### src/rtl/fu_mem_arbiter.sv
// Round-robin arbiter that shares one fixed-latency data RAM port between the integer and FPU
// load/store paths. One access is in flight at a time, and a one-cycle done pulse ends it.
module fu_mem_arbiter #(
  parameter int unsigned LAT = 2,
  parameter int unsigned AW  = 32
) (
  input  logic          clk,
  input  logic          rst,
  input  logic          req0_valid,
  input  logic          req0_we,
  input  logic [2:0]    req0_bhw,
  input  logic [AW-1:0] req0_rs1,
  input  logic [AW-1:0] req0_imm,
  input  logic [AW-1:0] req0_wdata,
  output logic          req0_ready,
  output logic          req0_done,
  input  logic          req1_valid,
  input  logic          req1_we,
  input  logic [2:0]    req1_bhw,
  input  logic [AW-1:0] req1_rs1,
  input  logic [AW-1:0] req1_imm,
  input  logic [AW-1:0] req1_wdata,
  output logic          req1_ready,
  output logic          req1_done,
  output logic [AW-1:0] resp_rdata,
  output logic          busy,
  output logic [AW-1:0] ram_addr,
  output logic [AW-1:0] ram_wdata,
  output logic          ram_we,
  output logic [2:0]    ram_bhw,
  input  logic [AW-1:0] ram_rdata
);
  localparam int unsigned CntW = (LAT > 1) ? $clog2(LAT) : 1;
  localparam logic [CntW-1:0] CntLast = CntW'(LAT - 1);

  typedef enum logic [1:0] {StIdle, StAccess, StDone} state_e;

  state_e          state_q, state_d;
  logic [CntW-1:0] cnt_q, cnt_d;
  logic            last_grant_q, last_grant_d;
  logic            owner_q, owner_d;
  logic            we_q, we_d;
  logic [AW-1:0]   addr_q, addr_d;
  logic [AW-1:0]   wdata_q, wdata_d;
  logic [2:0]      bhw_q, bhw_d;
  logic [AW-1:0]   rdata_q, rdata_d;
  logic            grant;
  logic            accept;

  // A lone requester always wins; with both valid, the one not served last wins.
  always_comb begin
    grant = ~last_grant_q;
    if (req0_valid && !req1_valid) begin
      grant = 1'b0;
    end else if (req1_valid && !req0_valid) begin
      grant = 1'b1;
    end
  end

  assign accept = (state_q == StIdle) && (req0_valid || req1_valid);

  always_ff @(posedge clk) begin
    if (rst) begin
      state_q      <= StIdle;
      cnt_q        <= '0;
      last_grant_q <= 1'b1;
      owner_q      <= 1'b0;
      we_q         <= 1'b0;
      addr_q       <= '0;
      wdata_q      <= '0;
      bhw_q        <= '0;
      rdata_q      <= '0;
    end else begin
      state_q      <= state_d;
      cnt_q        <= cnt_d;
      last_grant_q <= last_grant_d;
      owner_q      <= owner_d;
      we_q         <= we_d;
      addr_q       <= addr_d;
      wdata_q      <= wdata_d;
      bhw_q        <= bhw_d;
      rdata_q      <= rdata_d;
    end
  end

  always_comb begin
    state_d = state_q;
    cnt_d   = cnt_q;
    unique case (state_q)
      StIdle: begin
        if (accept) begin
          state_d = StAccess;
          cnt_d   = '0;
        end
      end
      StAccess: begin
        if (cnt_q == CntLast) begin
          state_d = StDone;
        end else begin
          cnt_d = cnt_q + 1'b1;
        end
      end
      StDone:  state_d = StIdle;
      default: state_d = StIdle;
    endcase
  end

  always_comb begin
    last_grant_d = last_grant_q;
    owner_d      = owner_q;
    we_d         = we_q;
    addr_d       = addr_q;
    wdata_d      = wdata_q;
    bhw_d        = bhw_q;
    rdata_d      = rdata_q;
    if (accept) begin
      last_grant_d = grant;
      owner_d      = grant;
      we_d         = grant ? req1_we : req0_we;
      addr_d       = grant ? (req1_rs1 + req1_imm) : (req0_rs1 + req0_imm);
      wdata_d      = grant ? req1_wdata : req0_wdata;
      bhw_d        = grant ? req1_bhw : req0_bhw;
    end
    // Stores leave the previous response untouched.
    if ((state_q == StAccess) && (cnt_q == CntLast) && !we_q) begin
      rdata_d = ram_rdata;
    end
  end

  always_comb begin
    req0_ready = accept && !grant;
    req1_ready = accept && grant;
    req0_done  = (state_q == StDone) && !owner_q;
    req1_done  = (state_q == StDone) && owner_q;
    busy       = (state_q != StIdle);
    ram_we     = (state_q == StAccess) && (cnt_q == '0) && we_q;
    ram_addr   = addr_q;
    ram_wdata  = wdata_q;
    ram_bhw    = bhw_q;
    resp_rdata = rdata_q;
  end

endmodule

### config.mk
export PLATFORM = sky130hd
export DESIGN_NAME = fu_mem_arbiter
export DESIGN_NICKNAME = d
export VERILOG_FILES = /design/src/rtl/fu_mem_arbiter.sv
export SDC_FILE = /design/constraint.sdc
export NUM_CORES = 1
export LEC_CHECK = 0
export ABC_AREA = 1
export BUFFER_PORTS_ARGS = -buffer_cell sky130_fd_sc_hd__buf_2
export CAP_MARGIN = 20
export CORE_MARGIN = 2
export CORE_UTILIZATION = 50
export DETAILED_ROUTE_END_ITERATION = 6
export PLACE_DENSITY = 0.89
export SLEW_MARGIN = 40
export SYNTH_ARGS = -nofsm -noshare
export SYNTH_HDL_FRONTEND = slang
export SYNTH_SLANG_ARGS = --single-unit
### constraint.sdc
create_clock -name clk -period 3.7 [get_ports clk]
set_clock_uncertainty 0.05 [all_clocks]
set_input_delay 0.74 -clock clk [delete_from_list [all_inputs] [get_ports clk]]
set_output_delay 0.74 -clock clk [all_outputs]
set_load 0.03 [all_outputs]
Word level (Yosys, flattened, before mapping)
Cells that the tools add are included.
Word-level totals
  flip-flop bits (word level): 105
  input bits: 236
  output and inout port bits: 105
Operators by class
  add/sub/neg operators: 3
  eq/ne operators: 4
  multiplexer cells: 12
  bitwise gates (word level): 2
  reductions and logical operators: 22
Operators with widths (number)
  $add 32x32->32: 2
  $mux 32: 2
  $logic_and 1x1->1: 11
  $logic_not 1->1: 5
  $mux 1: 5
  $mux 2: 2
  $ne 2x2->1 const B: 2
  $pmux 2 s2: 1
  $reduce_and 2->1: 2
  $reduce_bool 2->1: 2
  $mux 3: 1
  $eq 2x1->1 const B: 1
  $eq 2x2->1 const B: 1
  $logic_not 2->1: 1
  $not 1->1: 2
  $pmux 1 s2: 1
  $add 1x1->1 const B: 1
  $logic_or 1x1->1: 1

Logic depth before layout (Yosys ltp)
  word-level depth: 6
  gate-level depth with buffers: 15
  gate-level depth less buffers: 15

Worst setup path before layout
Ideal clock, no wire load.
  path type: input to register
  start point: input req1_rs1[0]
  end point: register addr_q[22] (netlist: ram_addr[22])
  data arrival time: 2181 ps
  slack: 1360 ps
  cell stages on the path: 14
  path buffers: 0
  cell sequence: ha_1 fa_1 nand3_1 nand3_2 nand2_1 nand2_2 nand2_1 nand2_2 nand2_1 nand3b_1 nand3_1 nand3_1 nand2_1 inv_1
On the way
  word-level cells in the longest chain between the ends: 2
Ends and longest elaborated chain
  start, declared: line 20  | input logic [AW-1:0] req1_rs1,
  $add 32x32->32: line 120  | addr_d = grant ? (req1_rs1 + req1_imm) : (req0_rs1 + req0_imm);
  $mux 32: line 120
  end signal, assigned: line 79  | addr_q <= addr_d;
  end, declared: line 43  | logic [AW-1:0] addr_q, addr_d;
No other way between the ends.
A chain may end at the register's enable or synchronous reset.

Worst setup path in the final report
  start point: input req0_rs1[0]
  end point: register addr_q[10] (netlist: ram_addr[10])
On the way
  word-level cells in the longest chain between the ends: 2
Ends and longest elaborated chain
  start, declared: line 12  | input logic [AW-1:0] req0_rs1,
  $add 32x32->32: line 120
  $mux 32: line 120
No other way between the ends.

==> results.json <==
{
  "status": "complete, no violations",
  "postCtsResizedCells": 0,
  "cap_violations": 0,
  "htreeDepth": 3,
  "clk_pin_slew_ns": 0.08,
  "ys_seq_elements": 105,
  "grt_overflow": 0,
  "yosysTopAreaCellShare": 0.237,
  "syn-num-nets": 1819,
  "post-cts-setup-buffer-count": 0,
  "rsz0062_at_grt": "no",
  "grt.total_usage": 0.303,
  "ys.flop_type": "dfxtp_1",
  "place.gp.congestion": 0.998,
  "hp-class": "register to register",
  "yosysWarnings": 0,
  "drc": 0,
  "crit_fanout": 5,
  "holdBufCountCts": 0,
  "die_x_microns": 137,
  "via_per_inst": 5.15,
  "synth_most_common_cell": "nand2_1",
  "ys_types": 39,
  "crit_required_ns": 3.90,
  "grt_pass1_vias": 9346,
  "num_vias": 10700,
  "die_h_microns": 137,
  "power.density_nw_per_um2": 358,
  "crit_path_start_kind": "input pin",
  "fin_tns_setup_ns": 0,
  "use_met2": 0.521,
  "synth-seq-area-share": 0.237,
  "reg2reg_to": "ram_addr[8]",
  "gr-usage-met1": 0.388,
  "synth-edff-count": 0,
  "rr_worst_depth": 10,
  "utilization": 0.635,
  "r2r_setup_slack_ns": 1.74,
  "ioPinCount": 341,
  "start_util": 0.513,
  "numCtsBuffers": 9,
  "combPwrFrac": 0.426,
  "path_cells": "buf_2, ha_1, fa_1, nand2_1, nand2_1, nand3b_1, nand2_1, nand2_1, nand2_1, o21ai_0, nand3_1, nand2_1, inv_1",
  "fin_area_sq_um": 11000,
  "area_growth_pct": 23.9,
  "synthArstFlopShare": 0,
  "power.internal_mw": 2.27,
  "use_met3": 0.0478,
  "finish.net_count": 2138,
  "setup_violations": 0,
  "post-route-period-util": 0.723,
  "hold_violations": 0,
  "antenna_cells": 0,
  "placed_area_sq_um": 10700,
  "antenna_found_initial": 0,
  "cp_top_family": "simple AND/OR/NAND/NOR gates",
  "path_buf_inv": 2,
  "antenna_left": 0,
  "hpwl_microns": 24700,
  "grt_pass1_wl_microns": 45500,
  "synth_area_leaders": "dfxtp_1 24%, nand2_1 23%, inv_1 9.1%",
  "busiest_layer": "met2",
  "switchingPower_mw": 1.67,
  "netlist_instances": 1519,
  "clockBufferDepth": 2,
  "drt-total-wl_microns": 30300,
  "drt_iter0_drc": 887,
  "clock-sinks": 105,
  "min_period_ns": 2.67,
  "path_class": "input pin to register",
  "dieArea_sq_um": 18800,
  "drv_slew": 0,
  "core.rowCount": 48,
  "r2r_start": "last_grant_q",
  "netlist_top_cells_count": "547 x nand2_1, 215 x inv_1, 175 x nor2_1",
  "worstPathArrival_ns": 2.87,
  "crit_path_frequent_cell": "nand2_1",
  "portBuffers": 340,
  "max_freq_ghz": 0.374,
  "cts-root-buf": "clkbuf_16",
  "wl_per_cell_microns": 14.6,
  "pwr-share-clk": 0.238,
  "synth_area_per_cell_sq_um": 5.84,
  "yosys.area.top_type": "dfxtp_1",
  "seqPwrFrac": 0.336,
  "cp_slowest_cell": "o21ai_0",
  "switching_share": 0.424,
  "hold_start": "ram_addr[2]",
  "fillCellCount": 1653,
  "hold_end": "ram_addr[2]",
  "synth_area_sq_um": 8870,
  "crit_path_end_kind": "register",
  "ir_worst_vdd_uv": 282,
  "worstMarginPinSlew_ns": 0.752,
  "p_leak_nw": 6.43,
  "whs_path_depth": 2,
  "core_sq_um": 17300,
  "dr.pass1.iters": 5,
  "critPathMaxStageDelay_ns": 0.48,
  "relSlewSlack": 0.498,
  "drive_gt1_frac": 0.226,
  "grt_start_max_net_pins": 59,
  "cts_tree": "yes",
  "insertion_delay_ns": 0.34
}
-- cell usage in the layout (no fill, tap or decap), types with 7 or more instances in the layout --
master / instances
a21oi_1: 59
a31oi_1: 35
buf_2: 340
buf_4: 8
clkbuf_16: 9
dfxtp_1: 105
ha_1: 62
inv_1: 214
inv_2: 8
nand2_1: 547
nand2_2: 14
nand3_1: 94
nand3b_1: 17
nand4_1: 9
nor2_1: 175
nor2_2: 9
nor3_1: 9
o211ai_1: 8
o21ai_0: 55
o21bai_1: 7
xor2_1: 15
-- how the worst max path moves through the flow --
| stage | start | end | depth (start not counted) |
|---|---|---|---|
| 6_report | req0_rs1[0] | ram_addr[10] | 13 |
| 5_1_grt | req0_rs1[0] | ram_addr[10] | 13 |
| 4_1_cts | req0_rs1[0] | ram_addr[10] | 13 |
| 3_5_place_dp | req0_rs1[0] | ram_addr[10] | 13 |
| 3_3_place_gp | req0_rs1[0] | ram_addr[10] | 13 |
| 2_1_floorplan | req1_rs1[0] | ram_addr[22] | 14 |
-- sequential cells by signal, indices dropped and copies added (netlist names) --
signal / count
owner_q: 1
last_grant_q: 1
state_q: 2
we_q: 1
cnt_q: 1
resp_rdata: 32
ram_bhw: 3
ram_wdata: 32
ram_addr: 32
-- per-layer routing --
metal  wire [microns]  up-vias
met2            14300      491
met4              873        0
met5                0        -
met3             2690       57
met1            12400     4699
li1                 -     5412
-- logic make-up after synthesis --
family / synth area share
flops: 0.237
fa+ha+maj: 0.0920
compound gates: 0.114
xor+xnor: 0.0178
simple gates: 0.421
buf+inv: 0.118
-- worst register-to-register path, cell delays in order (launching register included) --
cell	delay, ns
dfxtp_1	0.35
nand2_1	0.07
nand2_1	0.08
o21ai_4	0.09
buf_4	0.42
inv_2	0.31
a21oi_1	0.17
o21ai_0	0.11
nand3_1	0.09
o211ai_1	0.09
inv_1	0.09
-- area by class of cell --
| type | count | area (sq um) | area share |
|---|---|---|---|
| Tap cell | 225 | 282 | 0.0256 |
| Inverter | 222 | 833 | 0.0758 |
| Clock inverter | 6 | 56.3 | 0.00512 |
| Sequential cell | 105 | 2100 | 0.191 |
| Multi-Input combinational cell | 1152 | 5730 | 0.521 |
| Clock buffer | 10 | 229 | 0.0208 |
| Timing Repair Buffer | 348 | 1760 | 0.160 |
-- per-stage QoR --
stage | setup WS (ns) | instances | total power, mW | hold WS, ns
after floorplan | 1.36 | 1519 | 2.46 | 0.400
final | 1.03 | 2068 | 3.94 | 0.414
after global routing | 0.985 | 2068 | 4.17 | 0.432
after detailed placement | 0.777 | 2052 | 3.00 | 0.403
after CTS | 1.15 | 2068 | 3.94 | 0.414
after global placement | 0.783 | 2052 | 2.97 | 0.403
-- power by group through the flow --
| stage | registers [mW] | clock network (mW) | logic, mW |
|---|---|---|---|
| final | 1.32 | 0.936 | 1.68 |
| after global routing | 1.33 | 0.994 | 1.84 |
| after CTS | 1.32 | 0.959 | 1.66 |
| after detailed placement | 1.35 | 0 | 1.65 |
| after global placement | 1.34 | 0 | 1.63 |
| after floorplan | 1.55 | 0 | 0.908 |
No activity file was read; power rests on OpenSTA's default activity.
